===== src/rtl/board_io_pkg.sv =====
// Shared board I/O definitions: register offsets, bus FSM states and the
// default input count used by both the switch/button and LED paths.
package board_io_pkg;

    localparam int BOARD_N_IO = 10;

    localparam logic [3:0] BIN_STATE_OFS = 4'h0;
    localparam logic [3:0] BIN_RISE_OFS  = 4'h4;
    localparam logic [3:0] BIN_FALL_OFS  = 4'h8;
    localparam logic [3:0] BIN_MASK_OFS  = 4'hC;

    typedef enum logic {
        IDLE,
        RESP
    } bus_state_t;

endpackage


===== src/rtl/input_debouncer.sv =====
// One board input: 2-flop synchronizer, hold-time debouncer and a one-cycle
// rise/fall pulse coincident with the stable level changing.
module input_debouncer #(
    parameter int DEBOUNCE_CYCLES = 50000
) (
    input  logic clk,
    input  logic rst_n,
    input  logic sw_in,
    output logic stb,
    output logic rise,
    output logic fall
);

    localparam int CW = $clog2(DEBOUNCE_CYCLES);
    localparam logic [CW-1:0] CNT_MAX = CW'(DEBOUNCE_CYCLES - 1);

    logic          sync1;
    logic          sync2;
    logic [CW-1:0] cnt;
    logic          accept;

    // NOTE: non-blocking assignments keep the two stages as two distinct flops.
    always_ff @(posedge clk) begin
        if (!rst_n) begin
            sync1 <= 1'b0;
            sync2 <= 1'b0;
        end else begin
            sync1 <= sw_in;
            sync2 <= sync1;
        end
    end

    assign accept = (sync2 != stb) && (cnt == CNT_MAX);

    // The counter restarts whenever the synced level falls back to stb,
    // so any excursion shorter than DEBOUNCE_CYCLES is discarded.
    always_ff @(posedge clk) begin
        if (!rst_n) begin
            cnt <= '0;
            stb <= 1'b0;
        end else if (sync2 == stb) begin
            cnt <= '0;
        end else if (accept) begin
            cnt <= '0;
            stb <= sync2;
        end else begin
            cnt <= cnt + CW'(1);
        end
    end

    assign rise = accept & sync2;
    assign fall = accept & ~sync2;

endmodule


===== src/rtl/board_input_port.sv =====
// Memory-mapped board switch/button input port with sticky edge flags.
// Optional interrupt mask and irq output are built when BOARD_IN_IRQ_EN is defined.
module board_input_port
    import board_io_pkg::*;
#(
    parameter int N_IN            = BOARD_N_IO,
    parameter int DEBOUNCE_CYCLES = 50000
) (
    input  logic            clk,
    input  logic            rst_n,
    input  logic [N_IN-1:0] sw_in,
    input  logic            bus_req,
    input  logic            bus_we,
    input  logic [3:0]      bus_addr,
    input  logic [31:0]     bus_wdata,
    output logic [31:0]     bus_rdata,
    output logic            bus_ack,
    output logic            bus_err
`ifdef BOARD_IN_IRQ_EN
    ,
    output logic            irq
`endif
);

    bus_state_t      state;
    bus_state_t      next_state;
    logic [N_IN-1:0] stb_v;
    logic [N_IN-1:0] rise_p;
    logic [N_IN-1:0] fall_p;
    logic [N_IN-1:0] rise_q;
    logic [N_IN-1:0] fall_q;
    logic [N_IN-1:0] clr_rise;
    logic [N_IN-1:0] clr_fall;
    logic [31:0]     rdata_d;
    logic            ack_d;
    logic            err_d;
    logic            unused_wdata;
`ifdef BOARD_IN_IRQ_EN
    logic [N_IN-1:0] mask_q;
    logic            mask_we;
`endif

    assign unused_wdata = ^bus_wdata;

    for (genvar i = 0; i < N_IN; i++) begin : g_in
        input_debouncer #(
            .DEBOUNCE_CYCLES(DEBOUNCE_CYCLES)
        ) u_deb (
            .clk  (clk),
            .rst_n(rst_n),
            .sw_in(sw_in[i]),
            .stb  (stb_v[i]),
            .rise (rise_p[i]),
            .fall (fall_p[i])
        );
    end

    // NOTE: every output of this block gets a default first, so no latch is inferred.
    always_comb begin
        next_state = state;
        ack_d      = 1'b0;
        err_d      = 1'b0;
        rdata_d    = '0;
        clr_rise   = '0;
        clr_fall   = '0;
`ifdef BOARD_IN_IRQ_EN
        mask_we    = 1'b0;
`endif
        case (state)
            IDLE: begin
                if (bus_req) begin
                    next_state = RESP;
                    if (bus_addr[1:0] != 2'b00) begin
                        err_d = 1'b1;
                    end else begin
                        case (bus_addr)
                            BIN_STATE_OFS: begin
                                if (bus_we) err_d = 1'b1;
                                else begin
                                    ack_d   = 1'b1;
                                    rdata_d = 32'(stb_v);
                                end
                            end
                            BIN_RISE_OFS: begin
                                ack_d = 1'b1;
                                if (bus_we) clr_rise = bus_wdata[N_IN-1:0];
                                else        rdata_d  = 32'(rise_q);
                            end
                            BIN_FALL_OFS: begin
                                ack_d = 1'b1;
                                if (bus_we) clr_fall = bus_wdata[N_IN-1:0];
                                else        rdata_d  = 32'(fall_q);
                            end
                            BIN_MASK_OFS: begin
                                ack_d = 1'b1;
`ifdef BOARD_IN_IRQ_EN
                                if (bus_we) mask_we = 1'b1;
                                else        rdata_d = 32'(mask_q);
`endif
                            end
                            default: err_d = 1'b1;
                        endcase
                    end
                end
            end
            RESP:    next_state = IDLE;
            default: next_state = IDLE;
        endcase
    end

    // A new edge outranks a simultaneous write-1-to-clear on the same bit.
    always_ff @(posedge clk) begin
        if (!rst_n) begin
            state     <= IDLE;
            bus_ack   <= 1'b0;
            bus_err   <= 1'b0;
            bus_rdata <= '0;
            rise_q    <= '0;
            fall_q    <= '0;
        end else begin
            state     <= next_state;
            bus_ack   <= ack_d;
            bus_err   <= err_d;
            bus_rdata <= rdata_d;
            rise_q    <= (rise_q & ~clr_rise) | rise_p;
            fall_q    <= (fall_q & ~clr_fall) | fall_p;
        end
    end

`ifdef BOARD_IN_IRQ_EN
    always_ff @(posedge clk) begin
        if (!rst_n) begin
            mask_q <= '0;
            irq    <= 1'b0;
        end else begin
            if (mask_we) mask_q <= bus_wdata[N_IN-1:0];
            irq <= |((rise_q | fall_q) & mask_q);
        end
    end
`endif

endmodule


===== config.mk =====
export PLATFORM = sky130hd
export DESIGN_NAME = board_input_port
export DESIGN_NICKNAME = d
export VERILOG_FILES = /design/src/rtl/board_io_pkg.sv /design/src/rtl/input_debouncer.sv /design/src/rtl/board_input_port.sv
export SDC_FILE = /design/constraint.sdc
export NUM_CORES = 1
export LEC_CHECK = 0
export BUFFER_PORTS_ARGS = -buffer_cell sky130_fd_sc_hd__buf_2
export CAP_MARGIN = 20
export CORE_ASPECT_RATIO = 0.6
export CORE_MARGIN = 2
export CORE_UTILIZATION = 62
export CTS_BUF_LIST = sky130_fd_sc_hd__clkbuf_8
export CTS_CLUSTER_SIZE = 14
export DETAILED_ROUTE_END_ITERATION = 7
export PLACE_DENSITY = 0.83
export SLEW_MARGIN = 15
export SYNTH_ARGS = -nofsm -noshare
export SYNTH_HDL_FRONTEND = slang
export SYNTH_HIERARCHICAL = 1
export SYNTH_SLANG_ARGS = --single-unit

===== constraint.sdc =====
create_clock -name clk -period 2 [get_ports clk]
set_input_delay 0 -clock clk [delete_from_list [all_inputs] [get_ports clk]]
set_output_delay 0 -clock clk [all_outputs]
set_load 0.005 [all_outputs]

==> results of run 1 <==
==> Yosys cell counts, types with 2 or more instances <==
| master | count |
|---|---|
| nor4_2 | 21 |
| nor3_1 | 40 |
| buf_4 | 22 |
| mux2i_1 | 18 |
| nor2_1 | 184 |
| nand3_4 | 10 |
| buf_6 | 12 |
| a22oi_1 | 2 |
| nand3_2 | 11 |
| nor4_4 | 10 |
| and4bb_2 | 10 |
| xor2_1 | 20 |
| inv_1 | 61 |
| dfxtp_1 | 223 |
| clkbuf_1 | 2 |
| or2_1 | 7 |
| nand4b_2 | 9 |
| nand4_1 | 10 |
| nand3_1 | 41 |
| and2_1 | 20 |
| a31oi_1 | 20 |
| o21ai_0 | 20 |
| nor2b_1 | 12 |
| and3_1 | 2 |
| nand4_4 | 10 |
| mux2_2 | 2 |
| ha_1 | 10 |
| nor2_2 | 20 |
| nor3b_1 | 20 |
| and4bb_1 | 10 |
| buf_2 | 3 |
| a21oi_1 | 8 |
| nor4b_2 | 12 |
| nand4_2 | 10 |
| xnor2_1 | 130 |
| nand2_1 | 38 |
==> repair_timing <==
| action | 4_1_cts | 5_1_grt |
|---|---|---|
| hold buffers | 27 | 0 |
| gates resized for setup | 0 | 0 |
| endpoints found under the hold margin | 42 | 0 |
==> where the power goes <==
part           total [mW]  switching [mW]  internal, mW  leakage [nW]
clock                4.22            1.73          2.49         0.425
combinational       0.223           0.124        0.0986          2.01
sequential           4.49          0.0199          4.47          1.80
total                8.93            1.87          7.06          4.23
==> final timing paths <==
check	cells past startpoint	start	endpoint
setup reg to reg	6	g_in[1].u_deb/cnt[0]	fall_q[1]
hold / removal	3	bus_addr[2]	bus_rdata[8]
setup / recovery	6	g_in[1].u_deb/cnt[0]	fall_q[1]
hold reg to reg	1	g_in[5].u_deb/sync1	g_in[5].u_deb/sync2
==> state kept, by name, summed over array words and instances (netlist names) <==
name,cells
state,1
g_in.u_deb/stb,10
fall_q,10
bus_err,1
rise_q,10
g_in.u_deb/sync1,10
bus_rdata,10
g_in.u_deb/cnt,160
g_in.u_deb/sync2,10
bus_ack,1
==> final cells by class <==
class,count,area share (%)
timing repair buffer,79,4.84
clock buffer,44,5.09
clock inverter,15,1.40
multi-input combinational,764,46.8
inverter,61,1.93
tap,228,2.40
sequential,223,37.5
==> routing by layer <==
layer | global-route usage, % | wire [um] | part of all wire [%] | up-vias
li1 | - | - | - | 3788
met1 | 33.6 | 10000 | 50 | 3553
met2 | 35.1 | 8910 | 44 | 156
met3 | 4.58 | 961 | 4.8 | 24
met4 | 5.22 | 227 | 1.1 | 0
met5 | 0 | 0 | 0 | -
==> kinds of logic after synthesis <==
logic type	Yosys count	synth area share (%)
simple gates	510	33.7
mux	20	1.93
xor+xnor	150	12.5
other cells	1	0.0357
compound gates	52	2.88
buf+inv	100	5.25
flops	223	42.5
fa+ha+maj	10	1.19
==> critical path, cell delays in order, from the launching register on <==
cell      delay, ns
dfxtp_1        0.42
ha_1           0.24
nand3_2        0.10
nand4b_2       0.30
nor3b_1        0.31
o21ai_0        0.12
a31oi_1        0.15
==> per-stage QoR <==
| step | setup WS [ns] | utilization (%) | cell area, um2 |
|---|---|---|---|
| 2_1_floorplan | 0.442 | - | 10600 |
| 3_3_place_gp | 0.392 | 66.2 | 10800 |
| 3_5_place_dp | 0.310 | 66.2 | 10800 |
| 4_1_cts | 0.238 | 72.5 | 11900 |
| 5_1_grt | 0.0987 | 72.5 | 11900 |
| 6_report | 0.270 | 72.5 | 11900 |
==> results.yml, run 1 <==
critical_path:
  cp-start-kind: "flop"
  critical_path_required_ns: 2.42
  crit_fanout: 4
  cp_data_arrival_time_ns: 2.15
  worstSetupPathType: "reg -> reg"
  rrSetupSlack_ns: 0.27
  end_kind: "flop"
outcome:
  status: "finished clean"
layout:
  drive_gt1_share_pct: 19.4
  antenna_cells: 0
  final-seq-area_um2: 4460
  area_delta_synth_final_pct: 13.2
  instances_no_fill: 1414
  num-fill-cells: 1203
  layout.nets: 1223
  multiInputGateArea_um2: 5560
  final_common_cell: "dfxtp_1"
  layout_common_cells: "223 x dfxtp_1, 184 x nor2_1, 130 x xnor2_1"
clocking:
  cts.htree.levels: 2
  worstSkewPairLatency_ns: 0.51
  clock_path_buffers: 3
  cts_made_buffers: 34
  clkSlewWorstSetupHoldPaths_ns: 0.07
  clock-root-buffer: "clkbuf_8"
  cts_sinks: 223
  postCtsSetupBuffers: 0
  cts_tree: "yes"
grt:
  grt_start_max_net_pins: 32
  grt_pass1_vias: 7171
  grt_pass1_wl_mm: 34.5
  grt_antenna_before_repair: 0
  grt_overflow_total: 0
  grt_use_total_pct: 23.0
logic_synthesis:
  synthArstFlopShare_pct: 0
  synth_top_cell_area_share_pct: 42.5
  synth-edff-count: 0
  syn-instance-count: 1066
  synthTopCellsByArea: "dfxtp_1 43%, xnor2_1 11%, nor2_1 6.6%"
  yosys_register_bits: 223
  ys.flop_type: "dfxtp_1"
  yosysSeqAreaShare_pct: 42.5
  synth_cell_types: 42
  syn_avg_cell_area_um2: 9.85
  synth_area_um2: 10500
  yosysTopAreaCell: "dfxtp_1"
  yosysWarnings: 6
sta:
  worst_pin_slew_ns: 0.536
  relSlewSlack_pct: 64.3
  tns_ns: 0
  hold_violations: 0
  drv_slew: 0
  setup_violations: 0
  rsz0062_at_grt: "no"
  fin_crit_sh_pct: 86.5
  worst_clock_skew_ns: 0.0184
  clock.fmax_mhz: 578
  min_period_ns: 1.73
  fin_hold_ws_ns: 0.00333
power:
  power_leakage_nw: 4.23
  p_per_area_nw_per_um2: 751
  p_total_mw: 8.93
  ir_worst_vdd_mv: 0.593
placement:
  place_congestion: 0.825
  port_buffers: 39
  hpwl_mm: 13.5
  dpl.cell_count: 1328
detailed_routing:
  wire_per_inst_um: 14.2
  vias_per_cell: 5.32
  drt_iter0_drc: 431
  antenna_left: 0
  dr.pass1.iters: 5
  drc_errors: 0
  vias: 7521
  wirelength_mm: 20.1
die:
  io_pins: 84
  fp.dieW_um: 172
  die_y_um: 105
  start_util_pct: 64.0
  rows: 36
  die_area_um2: 18000
  core_um2: 16400
job:
  maxCapViolCount: 0
hold_path:
  min_path_type: "in -> reg"
Power figures use the tool's default switching activity.
==> run 2, diff against run 1 <==
Settings changed: BUFFER_PORTS_ARGS -buffer_cell sky130_fd_sc_hd__buf_2 to unset, CORE_UTILIZATION 62 to 65, DONT_BUFFER_PORTS set to 1, PLACE_DENSITY 0.83 to 0.82.
==> results.yml, run 2 (synthesized netlist as in run 1, its figures left out) <==
layout:
  fin_util_pct: 74.0
  largest_register_ffs: 160
  instances_no_fill: 1346
  layout.nets: 1185
  area_delta_synth_final_pct: 9.91
  num-fill-cells: 1112
  regMostFlops: "g_in.u_deb/cnt"
  final_common_cell: "dfxtp_1"
  drive_gt1_share_pct: 16.3
  antenna_cells: 0
  layout_common_cells: "221 x dfxtp_1, 184 x nor2_1, 130 x xnor2_1"
grt:
  grt_overflow_total: 0
  grt_pass1_vias: 6737
  grt_pass1_wl_mm: 32.3
  grt_use_total_pct: 22.8
  grt_antenna_before_repair: 0
  grt_start_max_net_pins: 63
hold_path:
  min_path_type: "in -> reg"
  min_path_cells: 3
detailed_routing:
  drt_iter0_drc: 354
  antenna_left: 0
  vias_per_cell: 5.38
  drc_errors: 0
  wire_per_inst_um: 14.4
  wirelength_mm: 19.3
  dr.pass1.iters: 4
  vias: 7245
sta:
  tns_ns: 0
  fin_crit_sh_pct: 88.3
  worst_pin_slew_ns: 0.727
  worst_clock_skew_ns: 0.0211
  relSlewSlack_pct: 51.5
  rsz0062_at_grt: "no"
  drv_slew: 0
  clock.fmax_mhz: 566
  hold_violations: 0
  setup_violations: 0
  min_period_ns: 1.77
power:
  power_leakage_nw: 4.00
  ir_worst_vdd_mv: 0.377
  p_per_area_nw_per_um2: 708
clocking:
  clkSlewWorstSetupHoldPaths_ns: 0.06
  postCtsSetupBuffers: 0
  cts.htree.levels: 2
  worstSkewPairLatency_ns: 0.50
  clock_path_buffers: 3
  cts_sinks: 223
  cts_tree: "yes"
  clock-root-buffer: "clkbuf_8"
  cts_made_buffers: 34
critical_path:
  reg2reg_depth: 6
  crit_fanout: 4
  cp-start-kind: "flop"
  worstSetupPathType: "reg -> reg"
  cp_data_arrival_time_ns: 2.17
  end_kind: "flop"
  critical_path_required_ns: 2.40
outcome:
  status: "finished clean"
die:
  start_util_pct: 67.4
  fp.dieW_um: 168
  die_area_um2: 17200
  io_pins: 84
  die_y_um: 102
  rows: 35
  core_um2: 15600
job:
  maxCapViolCount: 0
placement:
  dpl.cell_count: 1261
  hpwl_mm: 12.7
  port_buffers: 0
  place_congestion: 0.812
## run 2: final timing paths
check / startpoint / to / slack [ns]
worst max-delay path: g_in[2].u_deb/cnt[0] / rise_q[2] / 0.23
worst min-delay path: bus_addr[3] / bus_rdata[4] / 0.04
worst max register to register: g_in[2].u_deb/cnt[0] / rise_q[2] / 0.23
worst min register to register: g_in[9].u_deb/sync1 / g_in[9].u_deb/sync2 / 0.44
## run 2: routing by layer
metal / GRT usage (%) / share of wire [%] / routed length [um] / vias to the layer above
met2: 36.1 / 43 / 8390 / 126
met4: 6.10 / 1.6 / 308 / 0
met1: 31.9 / 50 / 9740 / 3395
met3: 5.11 / 4.7 / 906 / 31
li1: - / - / - / 3693
met5: 0 / 0 / 0 / -
## run 2: final cells by class
type                       instances  area (um2)  area share (%)
sequential                       223        4470            38.7
tap                              203         254            2.20
clock inverter                    13        56.3           0.488
inverter                          61         229            1.98
clock buffer                      41         564            4.89
timing repair buffer              41         405            3.51
multi-input combinational        764        5560            48.2
## run 2: metrics by stage
step | area [um2] | setup WS (ns) | power [mW] | hold slack (ns)
2_1_floorplan | 10600 | 0.442 | 4.72 | 0.101
3_3_place_gp | 10600 | 0.409 | 4.69 | 0.101
3_5_place_dp | 10600 | 0.306 | 4.69 | 0.104
4_1_cts | 11500 | 0.0553 | 8.25 | 0.00302
5_1_grt | 11500 | 0.0625 | 8.48 | 0.0311
6_report | 11500 | 0.234 | 8.17 | 0.0386
## run 2: where the power goes
group          total [mW]  internal [mW]  switching (mW)
Clock                3.48           1.84            1.64
Combinational       0.197         0.0837           0.114
Sequential           4.49           4.47          0.0204
## run 2: critical path, stage by stage, from the launching register on
cell      delay (ns)
dfxtp_1         0.38
ha_1            0.22
nand3_2         0.10
nand4b_2        0.31
nor3b_1         0.34
o21ai_0         0.14
a31oi_1         0.18
## run 2: what timing repair did
action | in CTS | in global routing
setup endpoints to repair | 0 | 1
gates resized for setup | 0 | 4
endpoints found under the hold margin | 223 | 0
hold buffers | 32 | 0
